$ cat src/rtl/sent_pkg.sv
// Shared SENT transmitter types and timing constants.
package sent_pkg;

  localparam int unsigned SENT_SYNC_TICKS = 56;
  localparam int unsigned SENT_LOW_TICKS  = 5;
  localparam int unsigned SENT_NIB_OFFSET = 12;
  localparam int unsigned SENT_PAUSE_MIN  = 12;

  typedef enum logic [2:0] {
    StIdle,
    StCrcReq,
    StCrcWait,
    StSync,
    StStatus,
    StData,
    StCrc,
    StPause
  } sent_state_e;

  // Total pulse length in ticks for a nibble value.
  function automatic logic [11:0] nib_ticks(input logic [3:0] nib);
    return 12'(SENT_NIB_OFFSET) + {8'h00, nib};
  endfunction

  function automatic logic [11:0] pause_len(input logic [11:0] ticks);
    return (ticks < 12'(SENT_PAUSE_MIN)) ? 12'(SENT_PAUSE_MIN) : ticks;
  endfunction

endpackage

$ cat src/rtl/sent_tick_gen.sv
// SENT tick divider: tick is high for one clk every tick_div+1 clks, realigned by restart.
module sent_tick_gen (
  input  logic        clk,
  input  logic        rst,
  input  logic        restart,
  input  logic [15:0] tick_div,
  output logic        tick
);

  logic [15:0] cnt_q;

  assign tick = (cnt_q == tick_div);

  always_ff @(posedge clk or posedge rst) begin
    if (rst) begin
      cnt_q <= '0;
    end else if (restart || (cnt_q >= tick_div)) begin
      cnt_q <= '0;
    end else begin
      cnt_q <= cnt_q + 16'd1;
    end
  end

endmodule

$ cat src/rtl/sent_tx_frame.sv
// SENT frame transmitter: fetches the frame CRC, then emits sync, status, data nibbles, CRC and
// an optional pause pulse on sent_out.
module sent_tx_frame
  import sent_pkg::*;
(
  input  logic        clk,
  input  logic        rst,
  input  logic        frame_req,
  input  logic [2:0]  frame_len,
  input  logic [27:0] frame_data,
  input  logic [3:0]  frame_status,
  input  logic [15:0] tick_div,
  input  logic        pause_en,
  input  logic [11:0] pause_ticks,
  output logic        frame_busy,
  output logic        frame_done,
  output logic        crc_req,
  output logic [2:0]  crc_len,
  output logic [27:0] crc_data,
  input  logic        crc_ack,
  input  logic [3:0]  crc_in,
  output logic        sent_out
);

  sent_state_e state_q;
  logic [2:0]  nib_left_q;
  logic [27:0] data_sh_q;
  logic [3:0]  status_q;
  logic [3:0]  crc_q;
  logic [15:0] div_q;
  logic        pause_en_q;
  logic [11:0] pause_ticks_q;
  logic [11:0] tick_cnt_q;

  logic        tick;
  logic        restart;
  logic        in_pulse;
  logic        pulse_end;
  logic [11:0] pulse_len;
  logic [2:0]  len_eff;

  assign len_eff = (frame_len == 3'd0) ? 3'd1 : frame_len;
  assign restart = (state_q == StCrcWait) && crc_ack;

  sent_tick_gen u_tick_gen (
    .clk      (clk),
    .rst      (rst),
    .restart  (restart),
    .tick_div (div_q),
    .tick     (tick)
  );

  always_comb begin
    in_pulse  = 1'b1;
    pulse_len = 12'(SENT_SYNC_TICKS);
    case (state_q)
      StSync:   pulse_len = 12'(SENT_SYNC_TICKS);
      StStatus: pulse_len = nib_ticks(status_q);
      StData:   pulse_len = nib_ticks(data_sh_q[27:24]);
      StCrc:    pulse_len = nib_ticks(crc_q);
      StPause:  pulse_len = pause_len(pause_ticks_q);
      default:  in_pulse  = 1'b0;
    endcase
    pulse_end = in_pulse && tick && (tick_cnt_q == (pulse_len - 12'd1));
  end

  always_ff @(posedge clk or posedge rst) begin
    if (rst) begin
      state_q       <= StIdle;
      nib_left_q    <= '0;
      data_sh_q     <= '0;
      status_q      <= '0;
      crc_q         <= '0;
      div_q         <= '0;
      pause_en_q    <= 1'b0;
      pause_ticks_q <= '0;
      tick_cnt_q    <= '0;
      sent_out      <= 1'b1;
      frame_busy    <= 1'b0;
      frame_done    <= 1'b0;
      crc_req       <= 1'b0;
      crc_len       <= '0;
      crc_data      <= '0;
    end else begin
      frame_done <= 1'b0;
      crc_req    <= 1'b0;
      // sent_out trails the pulse state by one clk, so consecutive pulses abut seamlessly.
      sent_out   <= !in_pulse || (tick_cnt_q >= 12'(SENT_LOW_TICKS));
      if (in_pulse && tick) begin
        tick_cnt_q <= pulse_end ? 12'd0 : tick_cnt_q + 12'd1;
      end

      case (state_q)
        StIdle: begin
          if (frame_busy) begin
            // Tail cycle: the final pulse is still on sent_out during this clk.
            frame_busy <= 1'b0;
            frame_done <= 1'b1;
          end else if (frame_req) begin
            nib_left_q    <= len_eff;
            data_sh_q     <= frame_data;
            status_q      <= frame_status;
            div_q         <= tick_div;
            pause_en_q    <= pause_en;
            pause_ticks_q <= pause_ticks;
            crc_len       <= len_eff;
            crc_data      <= frame_data;
            crc_req       <= 1'b1;
            frame_busy    <= 1'b1;
            state_q       <= StCrcReq;
          end
        end
        StCrcReq: state_q <= StCrcWait;
        StCrcWait: begin
          if (crc_ack) begin
            crc_q      <= crc_in;
            tick_cnt_q <= '0;
            state_q    <= StSync;
          end
        end
        StSync: begin
          if (pulse_end) state_q <= StStatus;
        end
        StStatus: begin
          if (pulse_end) state_q <= StData;
        end
        StData: begin
          if (pulse_end) begin
            data_sh_q  <= {data_sh_q[23:0], 4'h0};
            nib_left_q <= nib_left_q - 3'd1;
            if (nib_left_q == 3'd1) state_q <= StCrc;
          end
        end
        StCrc: begin
          if (pulse_end) state_q <= pause_en_q ? StPause : StIdle;
        end
        StPause: begin
          if (pulse_end) state_q <= StIdle;
        end
        default: state_q <= StIdle;
      endcase
    end
  end

endmodule

$ cat config.mk
export PLATFORM = sky130hd
export DESIGN_NAME = sent_tx_frame
export DESIGN_NICKNAME = d
export VERILOG_FILES = /design/src/rtl/sent_pkg.sv /design/src/rtl/sent_tick_gen.sv /design/src/rtl/sent_tx_frame.sv
export SDC_FILE = /design/constraint.sdc
export NUM_CORES = 1
export LEC_CHECK = 0
export CORE_MARGIN = 5
export CORE_UTILIZATION = 58
export CTS_CLUSTER_DIAMETER = 40
export CTS_CLUSTER_SIZE = 10
export DETAILED_ROUTE_END_ITERATION = 8
export HOLD_SLACK_MARGIN = 0.15
export PLACE_DENSITY = 0.84
export SYNTH_ARGS = -nofsm -noshare
export SYNTH_HDL_FRONTEND = slang
export SYNTH_SLANG_ARGS = --single-unit
$ cat constraint.sdc
create_clock -name clk -period 10.7 [get_ports clk]
set_input_delay 1.07 -clock clk [delete_from_list [all_inputs] [get_ports clk]]
set_output_delay 1.07 -clock clk [all_outputs]
set_load 0.05 [all_outputs]
==> impl_metrics.csv <==
group,metric,value,unit
floorplanning,initial_utilization,59.64,%
floorplanning,die_area,0.01412,mm2
routing,drc,0,
flow_run,cap_violations,0,
cells_and_area,antenna-diode-count,0,
timing,drv_slew,0,
critical_path,rr_worst_depth,12,
power_and_ir_drop,p_sw,0.2932,mW
yosys,syn_area_per_cell,9.953,um2
timing,hold_viol_final,0,
yosys,yosysMostFrequentCell,"dfrtp_1",
global_routing,first_global_vias,5736,
yosys,yosysWarnings,0,
placement,dp_hpwl,11770,um
clock_network,postCtsSetupBuffers,0,
power_and_ir_drop,peakVddDrop,113.9,uV
global_routing,grt_antenna_before_repair,0,
cells_and_area,fill_cells,824,
power_and_ir_drop,power.leakage,4.275,nW
timing,fmax,212.3,MHz
timing,min_period,4711,ps
critical_path,critical_path_class,"reg2reg",
routing,num_vias,5468,
routing,wl_met2,8740,um
cells_and_area,ff_latch_area,0.003354,mm2
hold_path,hold-path-endpoint,"crc_data[23]",
yosys,yosys.area.top_type,"dfrtp_1",
placement,place_area,0.007931,mm2
placement,pre_cts_slack,6144,ps
cells_and_area,synthToLayoutAreaGrowth,23.70,%
floorplanning,die-width,118.8,um
critical_path,worst-path-max-fanout,30,
critical_path,crit_arrival,5000,ps
timing,relSlewSlack,17.32,%
timing,fin_ws,5989,ps
yosys,synth_top_area_share,48.46,%
yosys,synth_area,0.006868,mm2
routing,topRoutingLayerUsed,"met4",
power_and_ir_drop,intPower,0.9043,mW
yosys,netlist_instances,690,
yosys,synth_edf_count,0,
timing,tns,0,ps
clock_network,numCtsBuffers,17,
timing,worst_pin_slew,1235,ps
clock_network,clkLatencyLatePin,420,ps
clock_network,path_clk_slew,60,ps
yosys,async_flop_share,100.0,%
placement,place_congestion,0.9287,
hold_path,min_path_type,"reg2reg",
placement,io_buffers,106,
timing,period_share,44.02,%
cells_and_area,multiInputGateArea,0.003188,mm2
timing,fin_skew,9.081,ps
power_and_ir_drop,power_frac_comb,8.0,%
routing,m1WireLength,6969,um
cells_and_area,post-route-cell-area,0.008496,mm2
timing,setup_violations,0,
power_and_ir_drop,swShare,24.48,%
global_routing,grt_max_degree,87,
power_and_ir_drop,power_density,141.0,mW/mm2
floorplanning,ioPinCount,107,
yosys,synthFlopType,"dfrtp_1",
power_and_ir_drop,seqPwrFrac,45.7,%
critical_path,r2r-start,"state_q[1]",
clock_network,ctsResizeCount,0,
hold_path,worstHoldPathCells,1,
yosys,synth_area_leaders,"dfrtp_1, nand2_1, ha_1",
floorplanning,core-area,0.01152,mm2
routing,drt_iter0_markers,465,
clock_network,cts_hold_buf,0,
global_routing,grt_pass1_wl,28540,um
yosys,synth.net_count,785,
routing,antenna_left,0,
timing,rsz0062_at_grt,"no",
yosys,synth_seq_cells,134,
routing,finalWirelength,16990,um
routing,met3_wirelength,981,um
hold_path,hp-start,"crc_data[23]",
critical_path,r2r_slack,5990,ps
critical_path,worstReg2RegEnd,"data_sh_q[13]",
cells_and_area,layout-drive-gt1-share,7.431,%
placement,dp_cells,905,
run_status,status,"finished clean",
power_and_ir_drop,p_clk_share,46.3,%
global_routing,grt_overflow,0,
routing,wl_per_cell,18.13,um
clock_network,clock_sinks,134,
cells_and_area,nets,876,
timing,hold_ws,475.2,ps
yosys,synth.distinct_cells,69,
critical_path,crit_required,10990,ps
routing,avgViaCountPerCell,5.836,
critical_path,startpoint_type,"flip-flop",
yosys,synth_commonest_cells,"dfrtp_1, nand2_1, nor2_1",
floorplanning,die_h,118.8,um
yosys,synth_seq_area_share,48.84,%
global_routing,grt_usage,25.02,%
clock_network,cts_tree,"yes",
critical_path,critPathCaptureType,"flip-flop",
cells_and_area,instances_no_fill,937,
clock_network,htree_num_levels,4,
clock_network,cts-root-buf,"clkbuf_16",
clock_network,cts_buffer_depth,2,
routing,drtPass1Iterations,4,
floorplanning,rows,39,
worst max-delay path, cell delays in order (launching register included):
cell and delay [ps]:
dfrtp_1 860, and2b_1 330, o2bb2ai_1 160, a32oi_1 340, ha_1 260, inv_1 80
a311oi_2 230, mux2i_1 140, nor4_1 300, nand3_1 160, nor3_4 810, nor2_2 460
a221o_1 440
placed cells by master (no fill, tap or decap), drive strengths merged, types with 3 or more instances in the layout:
cell type / synthesis / final
o2bb2ai: 3 / 3
or2: 3 / 3
mux2: 6 / 6
nand2: 103 / 103
a221o: 25 / 25
xnor2: 16 / 16
clkinv: 0 / 3
nand4: 9 / 9
a21o: 37 / 37
a221oi: 3 / 3
clkinvlp: 0 / 5
and2: 28 / 28
o211ai: 4 / 4
o21ai: 30 / 30
dfrtp: 133 / 133
mux2i: 4 / 4
ha: 23 / 23
a31oi: 7 / 7
xor2: 22 / 22
nor4: 7 / 7
a22o: 5 / 5
clkbuf: 20 / 19
nor3: 7 / 7
nor2: 50 / 50
buf: 17 / 3
nand3: 21 / 21
and3: 14 / 14
clkdlybuf4s50: 0 / 106
nor2b: 4 / 4
o31ai: 3 / 3
inv: 33 / 37
a21oi: 10 / 10
nand2b: 10 / 10
power by group through the flow:
stage | registers, mW | clock network (mW) | logic [mW]
global placement | 0.553 | 0 | 0.0898
finish | 0.547 | 0.554 | 0.0961
floorplan | 0.548 | 0 | 0.0545
global route | 0.549 | 0.586 | 0.107
CTS | 0.547 | 0.561 | 0.0974
detailed placement | 0.554 | 0 | 0.0948
final cells by class:
type / count / area share [%]
Inverter: 33 / 1.487
Multi-Input combinational cell: 486 / 37.53
Clock buffer: 19 / 5.214
Tap cell: 143 / 2.106
Timing Repair Buffer: 109 / 12.75
Clock inverter: 13 / 1.429
Sequential cell: 134 / 39.48
logic make-up after synthesis:
| logic type | after synthesis | share of synthesized area [%] |
|---|---|---|
| xor+xnor | 38 | 4.846 |
| simple gates | 268 | 19.40 |
| fa+ha+maj | 23 | 4.190 |
| compound gates | 147 | 16.20 |
| buf+inv | 70 | 4.901 |
| mux | 10 | 1.621 |
| flops | 134 | 48.84 |
stage by stage:
| step | utilization (%) | total power [mW] |
|---|---|---|
| after detailed placement | 68.87 | 0.6487 |
| final | 73.77 | 1.197 |
| after global routing | 73.77 | 1.242 |
| after CTS | 73.77 | 1.205 |
| after floorplan | - | 0.6025 |
| after global placement | 68.87 | 0.6431 |
worst max path at each step:
stage | start | end | slack (ps) | cells after the start
CTS | state_q[1] | data_sh_q[13] | 6040 | 12
global route | state_q[1] | data_sh_q[13] | 5660 | 12
detailed placement | state_q[1] | data_sh_q[5] | 6140 | 12
floorplan | rst | crc_data[0] | 6050 | 1
global placement | state_q[1] | data_sh_q[25] | 6350 | 12
finish | state_q[1] | data_sh_q[13] | 5990 | 12
layer usage:
metal | global-route usage [%] | vias to the layer above
li1 | - | 2602
met1 | 30.54 | 2694
met2 | 42.20 | 146
met3 | 7.678 | 26
met4 | 8.979 | 0
met5 | 0 | -
sequential cells by signal, indices dropped and copies added (netlist names), 4 cells and up:
name,flops
crc_data,28
crc_q,4
data_sh_q,28
div_q,16
pause_ticks_q,12
status_q,4
tick_cnt_q,12
u_tick_gen.cnt_q,16
Power figures use the tool's default switching activity.
